### src/rtl/spi_reg_bank.sv
// spi_reg_bank: SPI-framed register bank fed by a byte-level SPI slave.
// One ssel-low frame is one transaction: a command byte (bit7 = write,
// bits[6:0] = start address) followed by data bytes that are written to or
// read from consecutive registers, with the pointer auto-incrementing.
// Optional feature: define SPI_REG_BANK_STATUS_EN to make address NUM_REGS-1
// a read-only view of status_in.
// Ports:
//   clk, rst_n            clock, asynchronous active-low reset
//   ssel                  raw chip select, active low
//   byte_rcvd, rx_data    received-byte pulse and byte from the slave
//   data_needed           slave sampling tx_data (informational only)
//   tx_data               next byte to shift out
//   regs_flat             register i on bits [8i+7:8i]
//   wr_strobe/addr/data   one-clk report of each accepted register write
//   rd_strobe             one-clk pulse per completed read data byte
//   status_in             status byte (SPI_REG_BANK_STATUS_EN only)
module spi_reg_bank #(
    parameter int          NUM_REGS  = 16,
    parameter logic [7:0]  REG_RESET = 8'h00,
    parameter logic [7:0]  SYNC_BYTE = 8'hA5
) (
    input  logic                  clk,
    input  logic                  rst_n,
    input  logic                  ssel,
    input  logic                  byte_rcvd,
    input  logic [7:0]            rx_data,
    input  logic                  data_needed,
    output logic [7:0]            tx_data,
    output logic [NUM_REGS*8-1:0] regs_flat,
    output logic                  wr_strobe,
    output logic [6:0]            wr_addr,
    output logic [7:0]            wr_data,
    output logic                  rd_strobe,
    input  logic [7:0]            status_in
);
    localparam int         AW = $clog2(NUM_REGS);
    localparam logic [7:0] NR = 8'(NUM_REGS);

    typedef enum logic [1:0] {IDLE, CMD, WRITE, READ} state_t;

    state_t     state, state_nxt;
    logic [6:0] ptr;
    logic [7:0] regs [NUM_REGS];
    logic [7:0] rd_val;
    logic       in_range, ro, ld, we, unused;

    assign in_range = {1'b0, ptr} < NR;
    // ld marks every byte that advances the pointer; ssel high wins over byte_rcvd
    assign ld = !ssel && byte_rcvd && state != IDLE;
    assign we = ld && state == WRITE && in_range && !ro;
    assign tx_data = state == READ ? (in_range ? rd_val : 8'h00) : SYNC_BYTE;

`ifdef SPI_REG_BANK_STATUS_EN
    logic [7:0] stat_q;
    assign ro = {1'b0, ptr} == NR - 8'd1;
    assign rd_val = ro ? stat_q : regs[ptr[AW-1:0]];
    assign unused = data_needed;
    // status is captured together with the pointer so the byte is stable while it shifts
    always_ff @(posedge clk or negedge rst_n)
        if (!rst_n) stat_q <= 8'h00;
        else if (ld) stat_q <= status_in;
`else
    assign ro = 1'b0;
    assign rd_val = regs[ptr[AW-1:0]];
    assign unused = ^{data_needed, status_in};
`endif

    always_ff @(posedge clk or negedge rst_n)
        if (!rst_n) state <= IDLE;
        else state <= state_nxt;

    always_comb begin
        state_nxt = state;
        if (ssel) state_nxt = IDLE;
        else if (state == IDLE) state_nxt = CMD;
        else if (state == CMD && byte_rcvd) state_nxt = rx_data[7] ? WRITE : READ;
    end

    always_ff @(posedge clk or negedge rst_n)
        if (!rst_n) begin
            ptr       <= 7'd0;
            wr_strobe <= 1'b0;
            rd_strobe <= 1'b0;
            wr_addr   <= 7'd0;
            wr_data   <= 8'h00;
            for (int i = 0; i < NUM_REGS; i++) regs[i] <= REG_RESET;
        end else begin
            wr_strobe <= we;
            rd_strobe <= ld && state == READ;
            if (ld) ptr <= state == CMD ? rx_data[6:0] : ptr + 7'd1;
            if (we) begin
                regs[ptr[AW-1:0]] <= rx_data;
                wr_addr           <= ptr;
                wr_data           <= rx_data;
            end
        end

    for (genvar g = 0; g < NUM_REGS; g++) begin : g_flat
        assign regs_flat[8*g +: 8] = regs[g];
    end
endmodule

### config.mk
export PLATFORM = sky130hd
export DESIGN_NAME = spi_reg_bank
export DESIGN_NICKNAME = d
export VERILOG_FILES = /design/src/rtl/spi_reg_bank.sv
export SDC_FILE = /design/constraint.sdc
export NUM_CORES = 1
export LEC_CHECK = 0
export CAP_MARGIN = 20
export CORE_ASPECT_RATIO = 0.6
export CORE_UTILIZATION = 54
export DETAILED_ROUTE_END_ITERATION = 8
export PLACE_DENSITY = 0.86
export SLEW_MARGIN = 20
export SYNTH_ARGS = -nofsm -noshare
export SYNTH_HDL_FRONTEND = slang
export SYNTH_SLANG_ARGS = --single-unit
### constraint.sdc
create_clock -name clk -period 4.5 [get_ports clk]
set_input_delay 0.9 -clock clk [delete_from_list [all_inputs] [get_ports clk]]
set_output_delay 0.9 -clock clk [all_outputs]
set_load 0.03 [all_outputs]
* Word level (Yosys, flattened, before mapping)
Cells that the tools add are included.
W data, S select, Z words.
** Word-level totals
- Register bits :: 154
- Logic and storage cells :: 54
** Cells by class
- $add $sub $neg :: 1
- Order comparisons :: 3
- Equality and inequality tests :: 3
- Mux-type cells :: 13
- Bitwise gates (word level) :: 1
- Reduce and logical (&&, ||, !) cells :: 11
** Operators with widths (number)
- $bwmux W128 :: 1
- $mux W8 :: 5
- $bmux W8 S4 :: 1
- $demux W8 S4 :: 1
- $add A7 B1 Y7 const B :: 1
- $logic_and A1 B1 Y1 :: 7
- $lt A7 B5 Y1 const B :: 1
- $mux W7 :: 1
- $mux W2 :: 3
- $ge A5 B5 Y1 const B :: 1
- $lt A5 B1 Y1 const B :: 1
- $not A4 Y5 :: 1
- $eq A2 B2 Y1 const B :: 2
- $reduce_bool A3 Y1 :: 1
- $eq A2 B1 Y1 const B :: 1
- $logic_not A2 Y1 :: 1
- $reduce_bool A2 Y1 :: 1
- $logic_not A1 Y1 :: 1
- $mux W1 :: 1

* Depth between registers and ports, before layout
Gate-level depths: netlist (run 1).
- Depth in word-level cells :: 6
- Mapped depth :: 7
- Mapped depth without buffers :: 5

* Worst setup path before layout (run 1)
OpenSTA, ideal clock, no wires.
- Kind :: register to output
- Start point :: register ptr[0]
- End point :: output tx_data[0]
- Arrival time :: 1.982 ns
- Required time :: 3.600 ns
- Setup slack :: 1.618 ns
- Cell stages (with the launch flop) :: 5
- Cells stage by stage :: dfrtp_1 buf_1 mux4_2 a22oi_1 nand3_1
** On the way
- Longest elaborated chain between the ends :: 6
- Elaborated cells between the ends (all ways) :: 7
- Those cells by class :: order compare (1); mux (5); bitwise (1)
** Ends and longest elaborated chain
- from (decl) :: line 42 : logic [6:0] ptr;
- from (signal assigned) :: line 90 : if (ld) ptr <= state == CMD ? rx_data[6:0] : ptr + 7'd1;
- $not A4 Y5 (implied by the code) :: line 64 : assign rd_val = regs[ptr[AW-1:0]];
- $bmux W8 S4 :: line 64
- $mux W8 (implied by the code) (2 in a row) :: line 64
- $mux W8 * (2 in a row) :: line 51 : assign tx_data = state == READ ? (in_range ? rd_val : 8'h00) : SYNC_BYTE;
- to (decl) :: line 28 : output logic [7:0] tx_data,
Mark *: on every way between the ends. The rest lies on a longest branch, timed or not. The select of a mux whose other input is x is not followed.

* Worst setup path after layout (run 1)
- Start point :: register ptr[1]
- End point :: output tx_data[2]
The elaborated chain is that of the path after synthesis.

==> impl_metrics.yaml, run 1 <==
clock_network:
  cts_setup_buffers: 0
  root_buffer: "clkbuf_16"
  numCtsBuffers: 17
  cts_tree: "done"
  cts-hold-fix-buffers: 0
  clk-insertion-delay-late_ns: 0.42
  clk_pin_slew_worst_paths_ns: 0.06
  cts_sinks: 154
  clockBufferDepth: 2
  cts-resized-gates: 0
  htreeDepth: 4
critical_path:
  rr_startpoint: "ptr[1]"
  critPathLaunchType: "register"
  required_ns: 3.60
  r2r_cells: 5
  worstPathArrival_ns: 3.04
  ff2ff_setup_slack_ns: 1.79
  path_class: "reg2out"
  cp_max_fo: 28
  timing.rr.end: "regs_flat[68]"
  worstSetupEndpointType: "primary output"
sta:
  relSlewSlack_pct: 37.75
  grt_setup_unrepaired: "false"
  setup_viol: 0
  worst_pin_slew_ns: 0.9240
  fmax_mhz: 253.5
  hold_viol_final: 0
  period_needed_ns: 3.944
  finalWorstSetupSlack_ns: 0.5557
  tns_ns: 0
  drv_slew: 0
  fin_skew_ns: 0.007810
  post-route-period-util_pct: 87.65
power_and_ir_drop:
  leakage_nw: 4.428
  finalPower_mw: 4.053
  worst_ir_drop_vdd_v: 0.0003671
  power_density_mw_per_mm2: 423.8
placed_design:
  portBuffers: 164
  dp.final_hpwl_um: 13620
  place.gp.congestion: 0.8769
  place_area_mm2: 0.008942
  dp_cells: 799
  post-place-ws_ns: 0.9816
grt:
  grt_max_degree: 97
  antenna_found_initial: 0
  grt_pass1_wl_um: 31660
  grt_pass1_vias: 5250
  grt_overflow: 0
  grt_util_all_layers_pct: 31.93
floorplan:
  start_util_pct: 55.45
  die_h_um: 91.13
  die_area_mm2: 0.01372
  die-width_um: 150.5
  rows: 32
  coreArea_mm2: 0.01289
  io_pins: 174
status:
  outcome: "finished clean"
synthesis:
  yosys_most_used_dff: "dfrtp_1"
  mappedNetlistArea_mm2: 0.007149
  synth_cell_type_count: 42
  synthSimpleGateAreaFrac_pct: 8.523
  synth_top_area_share_pct: 53.90
  synthTopCellsByArea: "dfrtp_1 (54%), mux2_2 (20%), mux4_2 (10%)"
  synth_most_common_cell: "dfrtp_1"
  synthAdderAreaFrac_pct: 0.7000
  synth_compound_area_share_pct: 3.220
  synth_top_family_by_area: "multiplexers"
  synth-async-reset-ratio_pct: 100.0
  synthXorXnorAreaFrac_pct: 0
  yosysTopAreaCell: "dfrtp_1"
  synth-edff-count: 0
  syn_nets: 512
  seq_area_frac_synth_pct: 53.90
  synthMuxAreaShare_pct: 31.64
  yosysWarnings: 0
  syn_area_per_cell_um2: 14.68
  synthCells: 487
  yosys-top-cells-count: "dfrtp_1 (154), mux2_2 (128), nand2_1 (38), mux4_2 (32), clkbuf_1 (17)"
  ys_ff_latch: 154
cells_and_area:
  drive_gt1_share_pct: 33.43
  fillCellCount: 826
  antenna_cells: 0
  fin_nets: 673
  layout.cells.non_filler: 831
  fin_area_mm2: 0.009563
  areaGrowthSynthToFinish_pct: 33.76
route:
  vias: 5071
  wirelength_um: 20520
  ant_nets: 0
  drt-wirelength-per-cell_um: 24.69
  viasPerCell: 6.102
  remaining_drc_errors: 0
  dr.pass1.iters: 4
  drt_iter0_drc: 417
hold_path:
  hp-start: "wr_data[3]"
  holdPathEnd: "wr_data[3]"
  holdCritPathClass: "reg2reg"
  worstHoldPathCells: 2
flow_run:
  drv_cap: 0
==> layout by cell type, fill, tap and decap left out, drive strengths merged, types with 2 or more instances in the layout <==
| master | netlist | final |
|---|---|---|
| or2 | 2 | 2 |
| and3 | 2 | 2 |
| o22ai | 6 | 6 |
| buf | 14 | 10 |
| and2 | 6 | 6 |
| a21oi | 7 | 7 |
| o21ai | 9 | 9 |
| nand4 | 3 | 3 |
| clkdlybuf4s50 | 0 | 163 |
| clkinvlp | 0 | 4 |
| nand2b | 5 | 5 |
| a22oi | 4 | 4 |
| mux4 | 32 | 32 |
| bufinv | 0 | 3 |
| nand3 | 7 | 7 |
| dfrtp | 154 | 154 |
| nor3 | 2 | 2 |
| nor2 | 6 | 6 |
| nor2b | 2 | 2 |
| nor4b | 4 | 4 |
| mux2i | 10 | 10 |
| clkinv | 1 | 5 |
| inv | 2 | 4 |
| nand4b | 9 | 9 |
| o2111ai | 4 | 4 |
| mux2 | 128 | 128 |
| a2bb2oi | 2 | 2 |
| clkbuf | 17 | 19 |
| nand2 | 38 | 38 |
| ha | 4 | 4 |
==> logic make-up after synthesis <==
family	after synthesis
compound gates	36
mux	170
fa+ha+maj	4
simple gates	89
flops	154
buf+inv	34
==> worst max-delay path, stage by stage, from the launching register on <==
cell             delay [ns]
dfrtp_1                0.70
buf_4                  0.51
mux4_2                 0.38
nand2b_1               0.15
o2111ai_1              0.10
nand3_1                0.14
clkdlybuf4s50_1        0.63
==> report_power, final <==
part,total [mW],switching [mW],internal (mW)
combinational,0.944,0.569,0.375
clock,1.51,0.598,0.907
sequential,1.60,0.118,1.49
total,4.05,1.29,2.77
==> state kept, by name (all words and copies together), names as in the netlist <==
register,cells
regs_flat,128
wr_data,8
ptr,7
wr_addr,7
state,2
rd_strobe,1
wr_strobe,1
==> metal layers <==
metal	global-route usage, %	part of all wire [%]	wire length (um)	vias up
li1	-	-	-	2147
met3	11.41	9.4	1929	29
met5	0	0	0	-
met4	8.586	1.3	270	0
met1	44.77	43	8739	2661
met2	47.16	47	9577	234
==> final cells by class <==
type                    instances  area [um^2]  share of cell area, %
clock buffers                  19        452.9                  4.736
clock inverters                13        167.7                  1.753
inverters                       3        11.26                 0.1178
multi-input cells             299         3152                  32.96
flip-flops and latches        154         3856                  40.32
well taps                     170        212.7                  2.224
repair buffers                173         1710                  17.89
==> worst max-delay path by stage <==
| stage | cells after the start | slack, ns | to | startpoint |
|---|---|---|---|---|
| after floorplan | 4 | 1.62 | tx_data[0] | ptr[0] |
| after global placement | 6 | 1.02 | regs_flat[85] | ssel |
| final | 6 | 0.56 | tx_data[2] | ptr[1] |
| after CTS | 6 | 0.52 | tx_data[7] | ptr[1] |
| after detailed placement | 6 | 0.98 | regs_flat[83] | ssel |
| after global routing | 6 | 0.40 | tx_data[7] | ptr[1] |
==> through the flow <==
stage          hold WS, ns  utilization [%]
2_1_floorplan       0.6011                -
3_3_place_gp        0.4610            69.36
3_5_place_dp        0.4649            69.36
4_1_cts             0.4806            74.18
5_1_grt             0.4976            74.18
6_report            0.4767            74.18
No activity file was read; power rests on OpenSTA's default activity.
==> run 2, diff against run 1 <==
Settings changed: SETUP_SLACK_MARGIN set to 0.15.
==> results of run 2 <==
Same layout as run 1: the final DEF is identical, and so are final timing and power.
==> run 3, diff against run 2 <==
Settings changed: ABC_AREA set to 1, CORE_UTILIZATION 54 to 55, CTS_CLUSTER_SIZE set to 16, SKIP_LAST_GASP set to 1.
==> impl_metrics.yaml, run 3 <==
status:
  outcome: "finished clean"
sta:
  grt_setup_unrepaired: "false"
  worst_pin_slew_ns: 1.094
  period_needed_ns: 3.794
  hold_viol_final: 0
  setup_viol: 0
  fmax_mhz: 263.6
  tns_ns: 0
  post-route-period-util_pct: 84.31
  fin_skew_ns: 0.007652
  worst_hold_slack_ns: 0.4864
  relSlewSlack_pct: 26.82
  drv_slew: 0
power_and_ir_drop:
  leakage_nw: 5.246
  worst_ir_drop_vdd_v: 0.0003191
  power_density_mw_per_mm2: 446.2
synthesis:
  yosys-top-cells-count: "nand2_1 (447), dfrtp_1 (154), nand3_1 (146), inv_1 (90), nor2_1 (78)"
  synth_most_common_cell: "nand2_1"
  synthSimpleGateAreaFrac_pct: 35.94
  synthMuxAreaShare_pct: 0
  synth_top_area_share_pct: 49.41
  ys_ff_latch: 154
  synthCells: 1083
  mappedNetlistArea_mm2: 0.007799
  syn_area_per_cell_um2: 7.201
  yosysTopAreaCell: "dfrtp_1"
  yosysWarnings: 0
  synthAdderAreaFrac_pct: 0.6417
  syn_nets: 1108
  seq_area_frac_synth_pct: 49.41
  synthTopCellsByArea: "dfrtp_1 (49%), nand2_1 (22%), nand3_1 (9.4%)"
  synthXorXnorAreaFrac_pct: 0
  synth-async-reset-ratio_pct: 100.0
  synth_cell_type_count: 25
  yosys_most_used_dff: "dfrtp_1"
  synth-edff-count: 0
  synth_top_family_by_area: "simple AND/OR/NAND/NOR gates"
  synth_compound_area_share_pct: 5.599
clock_network:
  clk-insertion-delay-late_ns: 0.42
  cts-resized-gates: 0
  cts_setup_buffers: 0
  cts_sinks: 154
  clk_pin_slew_worst_paths_ns: 0.06
  clockBufferDepth: 2
  numCtsBuffers: 17
  cts-hold-fix-buffers: 0
  cts_tree: "done"
  htreeDepth: 4
  root_buffer: "clkbuf_16"
hold_path:
  hp-start: "wr_data[4]"
  holdCritPathClass: "reg2reg"
  worstHoldPathCells: 2
  holdPathEnd: "wr_data[4]"
flow_run:
  drv_cap: 0
floorplan:
  coreArea_mm2: 0.01375
  start_util_pct: 56.72
  io_pins: 174
  rows: 33
  die_h_um: 94.24
  die-width_um: 155.7
  die_area_mm2: 0.01468
critical_path:
  worstSetupEndpointType: "primary output"
  path_class: "reg2out"
  crit_chain: "inv_1 > buf_4 > nand3_1 > nand2_1 > nand2_1 > nand2_1 > o21ai_0 > nand2_1 > clkdlybuf4s50_1"
  required_ns: 3.60
  timing.rr.end: "regs_flat[44]"
  cp_max_fo: 18
  slowest_stage: "clkdlybuf4s50_1"
  r2r_cells: 8
  max_stage_delay_ns: 0.67
  ff2ff_setup_slack_ns: 1.87
  crit_top_cell: "nand2_1"
  critPathLaunchType: "register"
  rr_startpoint: "ptr[1]"
  worstPathArrival_ns: 2.89
  crit_buf_inv: 3
  critical_path.top_delay_family: "buffers and inverters"
route:
  wirelength_um: 25620
  drt-wirelength-per-cell_um: 18.02
  vias: 8035
  dr.pass1.iters: 6
  drt_iter0_drc: 1068
  remaining_drc_errors: 0
  ant_nets: 0
  viasPerCell: 5.650
grt:
  grt_util_all_layers_pct: 36.57
  grt_overflow: 0
  grt_pass1_wl_um: 39980
  grt_pass1_vias: 7305
  antenna_found_initial: 0
  grt_max_degree: 101
cells_and_area:
  drive_gt1_share_pct: 5.122
  final_cell_mix: "nand2_1 (447), clkdlybuf4s50_1 (163), dfrtp_1 (153), nand3_1 (146), inv_1 (90)"
  areaGrowthSynthToFinish_pct: 30.34
  fin_nets: 1242
  largest_reg_flops: 128
  antenna_cells: 0
  fin_area_mm2: 0.01016
  final_common_cell: "nand2_1"
placed_design:
  dp.final_hpwl_um: 17070
  place.gp.congestion: 0.8919
  place_area_mm2: 0.009527
  portBuffers: 164
==> run 3: cell count changes after synthesis, sizes merged, moves of 6 or more <==
cell and delta:
and2 -6, mux2i -10, nand3 +139, o21ai +60
clkbuf +32, nor2 +78, mux4 -32, inv +90
nand4b -9, nand2 +410, mux2 -128
==> run 3: area by class of cell <==
type,count,area (um^2)
clock inverters,10,163.9
flip-flops and latches,154,3855
clock buffers,22,474.2
multi-input cells,768,3297
inverters,93,349.1
well taps,192,240.2
repair buffers,183,1785
fillers,1073,3585
==> run 3: cells by family after synthesis <==
kind of cell / Yosys count
flip-flops: 154
buffers and inverters: 161
AND/OR/NAND/NOR: 680
AO/OA/AOI/OAI: 84
adder cells (fa/ha/maj): 4
==> run 3: metrics by stage <==
stage | std cells | setup WS [ns] | power, mW | utilization (%)
3_5_place_dp | 1390 | 1.221 | 2.923 | 69.29
4_1_cts | 1422 | 0.7674 | 4.477 | 73.93
5_1_grt | 1422 | 0.5671 | 4.744 | 73.93
6_report | 1422 | 0.7059 | 4.536 | 73.93
3_3_place_gp | 1390 | 1.210 | 2.897 | 69.29
2_1_floorplan | 1083 | 1.901 | 2.478 | -
==> run 3: per-layer routing <==
layer  part of all wire (%)  vias up  track usage (%)
met4                    1.8        0            10.54
met5                      0        -                0
met2                     42      582            52.58
li1                       -     3649                -
met3                     15       49            10.33
met1                     41     3755            53.52
==> run 3: power breakdown <==
part           leakage (nW)  internal [mW]  total [mW]  switching [mW]
registers              2.08           1.44        1.49          0.0553
logic                  2.86          0.393        1.48            1.09
clock network         0.311          0.976        1.56           0.586
==> run 3: worst reg2reg max path, stage by stage, from the launching register on <==
cell	delay, ns
dfrtp_1	0.37
inv_1	0.52
buf_4	0.36
ha_1	0.18
inv_1	0.08
nor2_8	0.45
nand2_1	0.36
nand2_1	0.15
nand2_1	0.06
==> run 3: worst max path at each step <==
| stage | start | endpoint | slack, ns | cells past startpoint |
|---|---|---|---|---|
| 6_report | ptr[1] | tx_data[0] | 0.71 | 9 |
| 3_5_place_dp | ssel | regs_flat[107] | 1.22 | 9 |
| 5_1_grt | ptr[1] | tx_data[7] | 0.57 | 9 |
| 2_1_floorplan | ptr[0] | tx_data[1] | 1.90 | 10 |
| 4_1_cts | ptr[1] | tx_data[5] | 0.77 | 9 |
| 3_3_place_gp | ptr[1] | tx_data[7] | 1.21 | 9 |
